===== src/rtl/fetch_sequencer_if.sv =====
// Local-store line-fetch port: req/addr out, grant/rvalid/rdata back.
// master = fetch_sequencer, slave = local-store arbiter.
interface fetch_sequencer_if #(
  parameter int PC_WIDTH = 8,
  parameter int INSTR_W  = 32
);
  logic                   ls_req;
  logic [PC_WIDTH-1:0]    ls_addr;
  logic                   ls_grant;
  logic                   ls_rvalid;
  logic [2*INSTR_W-1:0]   ls_rdata;

  modport master (
    output ls_req,
    output ls_addr,
    input  ls_grant,
    input  ls_rvalid,
    input  ls_rdata
  );

  modport slave (
    input  ls_req,
    input  ls_addr,
    output ls_grant,
    output ls_rvalid,
    output ls_rdata
  );
endinterface


===== src/rtl/fetch_sequencer.sv =====
// Line fetch into an instruction buffer, dual-issue head for decode.
// Ports: i_clk/i_reset, ls (line port), branch, stall/issue, instr/pc/valid.
module fetch_sequencer #(
  parameter int PC_WIDTH  = 8,
  parameter int BUF_DEPTH = 8,
  parameter int INSTR_W   = 32
) (
  input  logic                i_clk,
  input  logic                i_reset,
  fetch_sequencer_if.master   ls,
  input  logic                i_branch_taken,
  input  logic [PC_WIDTH-1:0] i_branch_target,
  input  logic                i_stall,
  input  logic [1:0]          i_issue_count,
  output logic [INSTR_W-1:0]  o_instr0,
  output logic [INSTR_W-1:0]  o_instr1,
  output logic [PC_WIDTH-1:0] o_pc0,
  output logic                o_valid0,
  output logic                o_valid1
);

  localparam int AW = $clog2(BUF_DEPTH);
  localparam int CW = AW + 1;

  localparam logic [1:0] S_IDLE  = 2'd0;
  localparam logic [1:0] S_REQ   = 2'd1;
  localparam logic [1:0] S_WAIT  = 2'd2;
  localparam logic [1:0] S_DRAIN = 2'd3;

  logic [1:0]          r_state;
  logic [PC_WIDTH-1:0] r_fetch_pc;
  logic [PC_WIDTH-1:0] r_line_pc;
  logic [AW-1:0]       r_head;
  logic [AW-1:0]       r_tail;
  logic [CW-1:0]       r_count;
  logic [INSTR_W-1:0]  r_instr [BUF_DEPTH];
  logic [PC_WIDTH-1:0] r_pc    [BUF_DEPTH];

  logic [1:0]          w_state_nx;
  logic [PC_WIDTH-1:0] w_fpc_nx;
  logic [CW-1:0]       w_pop;
  logic [CW-1:0]       w_count_nx;
  logic                w_wr;
  logic                w_room;
  logic                w_grant;

  // Pops are clamped so a bad issue_count can never underflow.
  always_comb begin
    w_pop = '0;
    if (!i_branch_taken && !i_stall) begin
      if (CW'(i_issue_count) > r_count)
        w_pop = r_count;
      else
        w_pop = CW'(i_issue_count);
    end
  end

  assign w_wr    = (r_state == S_WAIT) && ls.ls_rvalid
                   && !i_branch_taken;
  assign w_grant = (r_state == S_REQ) && ls.ls_grant;

  always_comb begin
    w_count_nx = '0;
    if (!i_branch_taken)
      w_count_nx = r_count - w_pop
                   + (w_wr ? CW'(2) : CW'(0));
  end

  // Room for a whole line after this cycle's write and pops.
  assign w_room = (w_count_nx <= CW'(BUF_DEPTH - 2));

  always_comb begin
    w_state_nx = r_state;
    w_fpc_nx   = r_fetch_pc;
    unique case (r_state)
      S_IDLE: begin
        if (i_branch_taken)
          w_fpc_nx = i_branch_target;
        else if (w_room)
          w_state_nx = S_REQ;
      end
      S_REQ: begin
        if (i_branch_taken) begin
          w_fpc_nx   = i_branch_target;
          // A grant this cycle leaves a line in flight to discard.
          w_state_nx = ls.ls_grant ? S_DRAIN : S_IDLE;
        end else if (ls.ls_grant) begin
          w_fpc_nx   = r_fetch_pc + PC_WIDTH'(2);
          w_state_nx = S_WAIT;
        end
      end
      S_WAIT: begin
        if (i_branch_taken) begin
          w_fpc_nx   = i_branch_target;
          w_state_nx = ls.ls_rvalid ? S_IDLE : S_DRAIN;
        end else if (ls.ls_rvalid) begin
          w_state_nx = w_room ? S_REQ : S_IDLE;
        end
      end
      S_DRAIN: begin
        if (i_branch_taken)
          w_fpc_nx = i_branch_target;
        if (ls.ls_rvalid)
          w_state_nx = S_REQ;
      end
      default: w_state_nx = S_IDLE;
    endcase
  end

  always_ff @(posedge i_clk) begin
    if (i_reset) begin
      r_state    <= S_IDLE;
      r_fetch_pc <= '0;
      r_line_pc  <= '0;
      r_head     <= '0;
      r_tail     <= '0;
      r_count    <= '0;
      for (int i = 0; i < BUF_DEPTH; i++) begin
        r_instr[i] <= '0;
        r_pc[i]    <= '0;
      end
    end else begin
      r_state    <= w_state_nx;
      r_fetch_pc <= w_fpc_nx;
      r_count    <= w_count_nx;
      if (w_grant)
        r_line_pc <= r_fetch_pc;
      if (i_branch_taken) begin
        r_tail <= r_head;
      end else begin
        r_head <= r_head + w_pop[AW-1:0];
        if (w_wr) begin
          r_instr[r_tail]          <= ls.ls_rdata[INSTR_W-1:0];
          r_instr[r_tail+AW'(1)]   <= ls.ls_rdata[2*INSTR_W-1:INSTR_W];
          r_pc[r_tail]             <= r_line_pc;
          r_pc[r_tail+AW'(1)]      <= r_line_pc + PC_WIDTH'(1);
          r_tail                   <= r_tail + AW'(2);
        end
      end
    end
  end

`ifndef SYNTHESIS
  always_ff @(posedge i_clk) begin
    if (!i_reset && !i_stall && !i_branch_taken)
      assert (CW'(i_issue_count) <= r_count);
  end
`endif

  assign ls.ls_req  = (r_state == S_REQ);
  assign ls.ls_addr = r_fetch_pc;

  assign o_instr0 = r_instr[r_head];
  assign o_instr1 = r_instr[r_head+AW'(1)];
  assign o_pc0    = r_pc[r_head];
  assign o_valid0 = (r_count != '0);
  assign o_valid1 = (r_count >= CW'(2));

endmodule

===== src/flat_wrapper.sv =====
// flat-port wrapper written by rule: the top's interface ports become plain ports
module fetch_sequencer_flat 
#(
  parameter int PC_WIDTH  = 8,
  parameter int BUF_DEPTH = 8,
  parameter int INSTR_W   = 32
)
  (i_clk, i_reset, i_branch_taken, i_branch_target, i_stall, i_issue_count, o_instr0, o_instr1, o_pc0, o_valid0, o_valid1, ls_ls_req, ls_ls_addr, ls_ls_grant, ls_ls_rvalid, ls_ls_rdata);
  fetch_sequencer_if #(.PC_WIDTH(PC_WIDTH), .INSTR_W(INSTR_W)) ls_i ();
  input  logic i_clk;
  input  logic i_reset;
  input  logic i_branch_taken;
  input  logic [PC_WIDTH-1:0] i_branch_target;
  input  logic i_stall;
  input  logic [1:0] i_issue_count;
  output logic [INSTR_W-1:0] o_instr0;
  output logic [INSTR_W-1:0] o_instr1;
  output logic [PC_WIDTH-1:0] o_pc0;
  output logic o_valid0;
  output logic o_valid1;
  output wire logic [$bits(ls_i.ls_req)-1:0] ls_ls_req;
  output wire logic [$bits(ls_i.ls_addr)-1:0] ls_ls_addr;
  input wire logic [$bits(ls_i.ls_grant)-1:0] ls_ls_grant;
  input wire logic [$bits(ls_i.ls_rvalid)-1:0] ls_ls_rvalid;
  input wire logic [$bits(ls_i.ls_rdata)-1:0] ls_ls_rdata;
  assign ls_ls_req = ls_i.ls_req;
  assign ls_ls_addr = ls_i.ls_addr;
  assign ls_i.ls_grant = ls_ls_grant;
  assign ls_i.ls_rvalid = ls_ls_rvalid;
  assign ls_i.ls_rdata = ls_ls_rdata;
  fetch_sequencer #(.PC_WIDTH(PC_WIDTH), .BUF_DEPTH(BUF_DEPTH), .INSTR_W(INSTR_W)) u_core (.i_clk(i_clk), .i_reset(i_reset), .ls(ls_i), .i_branch_taken(i_branch_taken), .i_branch_target(i_branch_target), .i_stall(i_stall), .i_issue_count(i_issue_count), .o_instr0(o_instr0), .o_instr1(o_instr1), .o_pc0(o_pc0), .o_valid0(o_valid0), .o_valid1(o_valid1));
endmodule

===== config.mk =====
export PLATFORM = sky130hd
export DESIGN_NAME = fetch_sequencer_flat
export DESIGN_NICKNAME = d
export VERILOG_FILES = /design/src/rtl/fetch_sequencer_if.sv /design/src/rtl/fetch_sequencer.sv /design/src/flat_wrapper.sv
export SDC_FILE = /design/constraint.sdc
export NUM_CORES = 1
export LEC_CHECK = 0
export ABC_AREA = 1
export BUFFER_PORTS_ARGS = -buffer_cell sky130_fd_sc_hd__buf_2
export CORE_MARGIN = 2
export CORE_UTILIZATION = 45
export DETAILED_ROUTE_END_ITERATION = 10
export GPL_TIMING_DRIVEN = 1
export HOLD_SLACK_MARGIN = 0.15
export SKIP_CTS_REPAIR_TIMING = 1
export SYNTH_ARGS = -nofsm -noshare
export SYNTH_HDL_FRONTEND = slang
export SYNTH_SLANG_ARGS = --single-unit

===== constraint.sdc =====
create_clock -name i_clk -period 4.4 [get_ports i_clk]
set_clock_uncertainty 0.2 [all_clocks]
set_input_delay 0.88 -clock i_clk [delete_from_list [all_inputs] [get_ports i_clk]]
set_output_delay 0.88 -clock i_clk [all_outputs]
set_load 0.02 [all_outputs]

# --- Word-level counts from Yosys, hierarchy flattened ---
# Memories as Yosys holds them, arrays and structs flattened. A register that Yosys moved wholly into a read port is not among the register bits.
# Cells that the tools add are included.
op_classes:
  eq_ne: 9
  n_reduce_logical: 16
  n_lt_le_gt_ge: 3
  muxes: 43
  add_sub_neg: 8
op_table:
  columns: ["operator", "n"]
  rows:
  - ["32-bit two-way mux", 2]
  - ["32-bit OR reduction", 2]
  - ["8-bit two-way mux", 5]
  - ["3-bit two-way mux", 10]
  - ["2-bit two-way mux", 10]
  - ["8-bit one-hot mux with 2 select lines", 1]
  - ["8-bit OR reduction", 2]
  - ["4-bit two-way mux", 3]
  - ["1-bit two-way mux", 11]
  - ["8-bit by 1-bit adder with 8-bit output (second input constant)", 1]
  - ["8-bit by 2-bit adder with 8-bit output (second input constant)", 1]
  - ["2-bit one-hot mux with 4 select lines", 1]
  - ["3-bit by 1-bit adder with 3-bit output (second input constant)", 2]
  - ["5-bit AND reduction", 1]
  - ["4-bit adder", 1]
  - ["2-bit equality test (second input constant)", 2]
  - ["4-bit by 2-bit greater-or-equal comparator with 1-bit output (second input constant)", 1]
  - ["2-bit by 4-bit greater-than comparator with 1-bit output", 1]
  - ["4-bit by 3-bit less-or-equal comparator with 1-bit output (second input constant)", 1]
  - ["1-bit logical AND", 4]
  - ["2-bit by 1-bit != test with 1-bit output (second input constant)", 2]
  - ["2-bit != test (second input constant)", 2]
  - ["4-bit nonzero test", 1]
  - ["4-bit subtractor", 1]
  - ["other kinds (10)", 11]
word_totals:
  ramBits: 320
  elab_cells: 87
  ff_bits: 28
  in_bits: 80
  memories: 2
memory_table:
  columns: ["memory", "words", "width", "rd", "rd_clocked_by_memory_dff", "write_ports", "line", "rtl"]
  rows:
  - ["u_core.r_instr", 8, 32, 2, 1, 8, "fetch_sequencer.sv:36", "logic [INSTR_W-1:0] r_instr [BUF_DEPTH];"]
  - ["u_core.r_pc", 8, 8, 1, 1, 8, "fetch_sequencer.sv:37", "logic [PC_WIDTH-1:0] r_pc [BUF_DEPTH];"]

# --- Longest topological paths before layout ---
depth:
  word_depth: 11
  depth_mapped: 22
  depth_no_buf: 22

# --- Least setup slack after synthesis ---
# Ideal clock, no wire load.
synth_path:
  path_type: "input port to flip-flop"
  start: "input port i_issue_count[0]"
  end: "register u_core.r_state[1]"
  cell_stages: 16
  required_ns: 4.084
  arrival_time_ns: 3.378
  n_path_buf: 0
  setup_slack_ns: 0.706
  setup_time_ns: 0.116
  cell_sequence: "inv_1 -> ha_1 -> a21oi_1 -> nand2_1 -> inv_1 -> o211ai_1 -> fa_1 -> ha_1 -> inv_1 -> fa_1 -> xnor2_1 -> nand3_1 -> nand2_1 -> nand2_1 -> o21ai_0 -> nor2_1"
synth_between:
  elab_chain_cells: 9
synth_lines:
  columns: ["element", "line", "rtl"]
  rows:
  - ["start, declared", "flat_wrapper.sv:15", "input logic [1:0] i_issue_count;"]
  - ["2-bit by 4-bit greater-than comparator with 1-bit output", "fetch_sequencer.sv:51", "if (CW'(i_issue_count) > r_count)"]
  - ["4-bit two-way mux *", "fetch_sequencer.sv:51", null]
  - ["4-bit two-way mux *", "fetch_sequencer.sv:50", "if (!i_branch_taken && !i_stall) begin"]
  - ["4-bit subtractor *", "fetch_sequencer.sv:65", "w_count_nx = r_count - w_pop"]
  - ["4-bit adder *", "fetch_sequencer.sv:66", "+ (w_wr ? CW'(2) : CW'(0));"]
  - ["4-bit two-way mux *", "fetch_sequencer.sv:64", "if (!i_branch_taken)"]
  - ["4-bit by 3-bit less-or-equal comparator with 1-bit output *", "fetch_sequencer.sv:70", "assign w_room = (w_count_nx <= CW'(BUF_DEPTH - 2));"]
  - ["2-bit by 1-bit != test with 1-bit output (no line) *", null, null]
  - ["5-bit AND reduction (no line) *", null, null]
  - ["end signal, assigned", "fetch_sequencer.sv:123", "r_state <= w_state_nx;"]
  - ["end, declared", "fetch_sequencer.sv:30", "logic [1:0] r_state;"]
# Every way passes the cells marked *; elsewhere a longest branch is shown, timed or not.
# A chain may end at the register's enable or synchronous reset.

==> reports/qor.csv <==
metric;value;unit
routabilityCongestion;0.8401;
nFillCells;3859;
final_max_slew_viol_count;0;
cts_sinks;351;
crit_arrival;2.95;ns
hold_violations;0;
clockBufferDepth;3;
grt_max_degree;124;
ys_warn_count;0;
finalSetupViolations;0;
yosysUniqueCellTypes;30;
ys_seq_area_frac;0.5372;
insertion_delay;0.57;ns
syn_avg_cell_area;8.974;um^2
holdCritPathClass;reg -> reg;
relSlewSlack;0.3066;
rows;75;
routed_via_density;6.448;
irDropWorstVdd;0.2781;mV
multiInputGateArea;7441;um^2
fin_crit_sh;0.9157;
synth-edff-count;320;
numCtsBuffers;40;
finalSetupTns;0;ns
crit_type;reg -> out;
status;finished clean;
drt_iter0_drc;2044;
antenna_found_initial;0;
vias;17823;
worst_slack;0.3711;ns
crit_path_max_fanout;61;
seq_area;10240;um^2
grt.overflow.total;0;
routed_wl;68660;um
nNetsFinal;2298;
synth_flop_cell;edfxtp_1;
root_buffer;clkbuf_16;
pre_cts_slack;0.3323;ns
grt_usage;0.3034;
power.leakage;8.110;nW
grt_pass1_vias;17244;
tightest_slew;1.040;ns
synth_fp_nets;2224;
synthArstFlopShare;0;
die_area;43980;um^2
critPathRequiredTime;3.32;ns
syn_area;19040;um^2
dp.cells;2693;
ys_seq_elements;351;
drv_cap;0;
die-width;209.7;um
power_density;425.9;nW/um^2
rsz0062_at_grt;no;
core_area;41850;um^2
ios;163;
startpoint_type;flop;
fin_cells;2764;
synth_top_cell_area_share;0.5046;
cts_tree;built;
grt_pass1_wl;101700;um
antennaDiodeCount;0;
drcViolationCount;0;
drive_gt1_frac;0.1344;
start_util;0.4550;
cp-end-kind;output pin;
cts_max_level;2;
synth_area_leaders;edfxtp_1 50%, o22ai_1 10%, o21ai_0 9.7%;
post-synth-top-area-cell;edfxtp_1;
period_needed;4.029;ns
dp_hpwl;36070;um
drtAntennaViolNets;0;
power;9.206;mW
syn_to_final_growth;13.52;%
die-height;209.7;um
cts.reportedPaths.clkPinSlew;0.06;ns
synth_cells;2122;
dr.pass1.iters;5;
fmax;0.2482;GHz
wl_per_cell;24.84;um
port_buffers;162;
==> sequential cells by signal, indices dropped and copies added (netlist names), named ones only <==
register and flops:
u_core.ls.ls_addr 8, u_core.r_count 4, u_core.r_head 3, u_core.r_instr 256
u_core.r_line_pc 8, u_core.r_pc 64, u_core.r_state 2, u_core.r_tail 3
==> final timing paths <==
| kind | start | end | slack, ns | cells after the start |
|---|---|---|---|---|
| min | u_core.ls.ls_addr[0] | u_core.r_line_pc[0] | 0.29 | 2 |
| max reg2reg | u_core.r_count[1] | u_core.r_state[1] | 0.88 | 16 |
| max | flop | o_pc0[1] | 0.37 | 6 |
| min reg2reg | u_core.ls.ls_addr[0] | u_core.r_line_pc[0] | 0.29 | 2 |
==> final cells by class <==
class	count	area share
flip-flops and latches	351	0.4736
clock buffers	49	0.04885
clock inverters	22	0.007177
well taps	539	0.03120
multi-input cells	1403	0.3442
inverters	186	0.03241
repair buffers	214	0.06251
==> layout by cell type (no fill, tap or decap), drive strengths merged, types with 32 or more instances in the layout <==
cell	count
edfxtp	320
nor2	312
a21oi	188
clkbuf	49
buf	214
inv	183
o21ai	382
o22ai	315
a31oi	43
o21a	32
nand2	68
==> critical path, cell delays in order (launching register included) <==
cell	delay (ns)
dfxtp_4	0.67
buf_4	0.63
nor2_1	0.12
o22ai_1	0.15
nor2_1	0.05
a31oi_1	0.47
buf_2	0.27
==> layer usage <==
| metal | part of all wire | vias up | GRT usage |
|---|---|---|---|
| met4 | 0.033 | 0 | 0.1181 |
| li1 | - | 7927 | - |
| met3 | 0.11 | 179 | 0.05596 |
| met1 | 0.38 | 8558 | 0.3986 |
| met2 | 0.47 | 1159 | 0.5002 |
| met5 | 0 | - | 0 |
==> synthesized netlist by cell type, types with 2 or more instances <==
| master | n |
|---|---|
| nor2_1 | 309 |
| nand2_1 | 66 |
| inv_1 | 176 |
| xnor2_1 | 4 |
| buf_2 | 60 |
| nor2_4 | 3 |
| dfxtp_1 | 31 |
| buf_1 | 14 |
| a31oi_1 | 43 |
| clkinv_1 | 6 |
| o21ai_0 | 370 |
| xor2_1 | 5 |
| nand3_1 | 23 |
| nand4_1 | 4 |
| ha_1 | 19 |
| o22ai_1 | 315 |
| o21ai_1 | 12 |
| fa_1 | 3 |
| nand2_2 | 2 |
| clkbuf_1 | 107 |
| o21a_1 | 32 |
| inv_2 | 4 |
| a21oi_1 | 188 |
| edfxtp_1 | 320 |
==> kinds of logic (layout without fill, tap and decap cells) <==
kind of cell             count (synthesis)  after routing  share of synthesized area
AO/OA/AOI/OAI                          964            964                     0.2818
XOR/XNOR                                10             10                   0.004994
adder cells (fa/ha/maj)                 22             22                    0.01564
buffers and inverters                  368            471                    0.07668
flip-flops                             351            351                     0.5372
AND/OR/NAND/NOR                        407            407                    0.08371
==> where the power goes <==
part	switching [mW]	internal, mW
clock network	1.37	1.82
registers	0.120	3.82
logic	1.46	0.617
total	2.95	6.26
==> stage by stage <==
| step | cell area (um^2) | utilization | hold slack, ns |
|---|---|---|---|
| after floorplan | 19040 | - | 0.2914 |
| after global placement | 20410 | 0.4876 | 0.2723 |
| after detailed placement | 20410 | 0.4876 | 0.2716 |
| after CTS | 21620 | 0.5165 | 0.2844 |
| after global routing | 21620 | 0.5165 | 0.3088 |
| final | 21620 | 0.5165 | 0.2866 |
(Power assumes the default switching activity.)
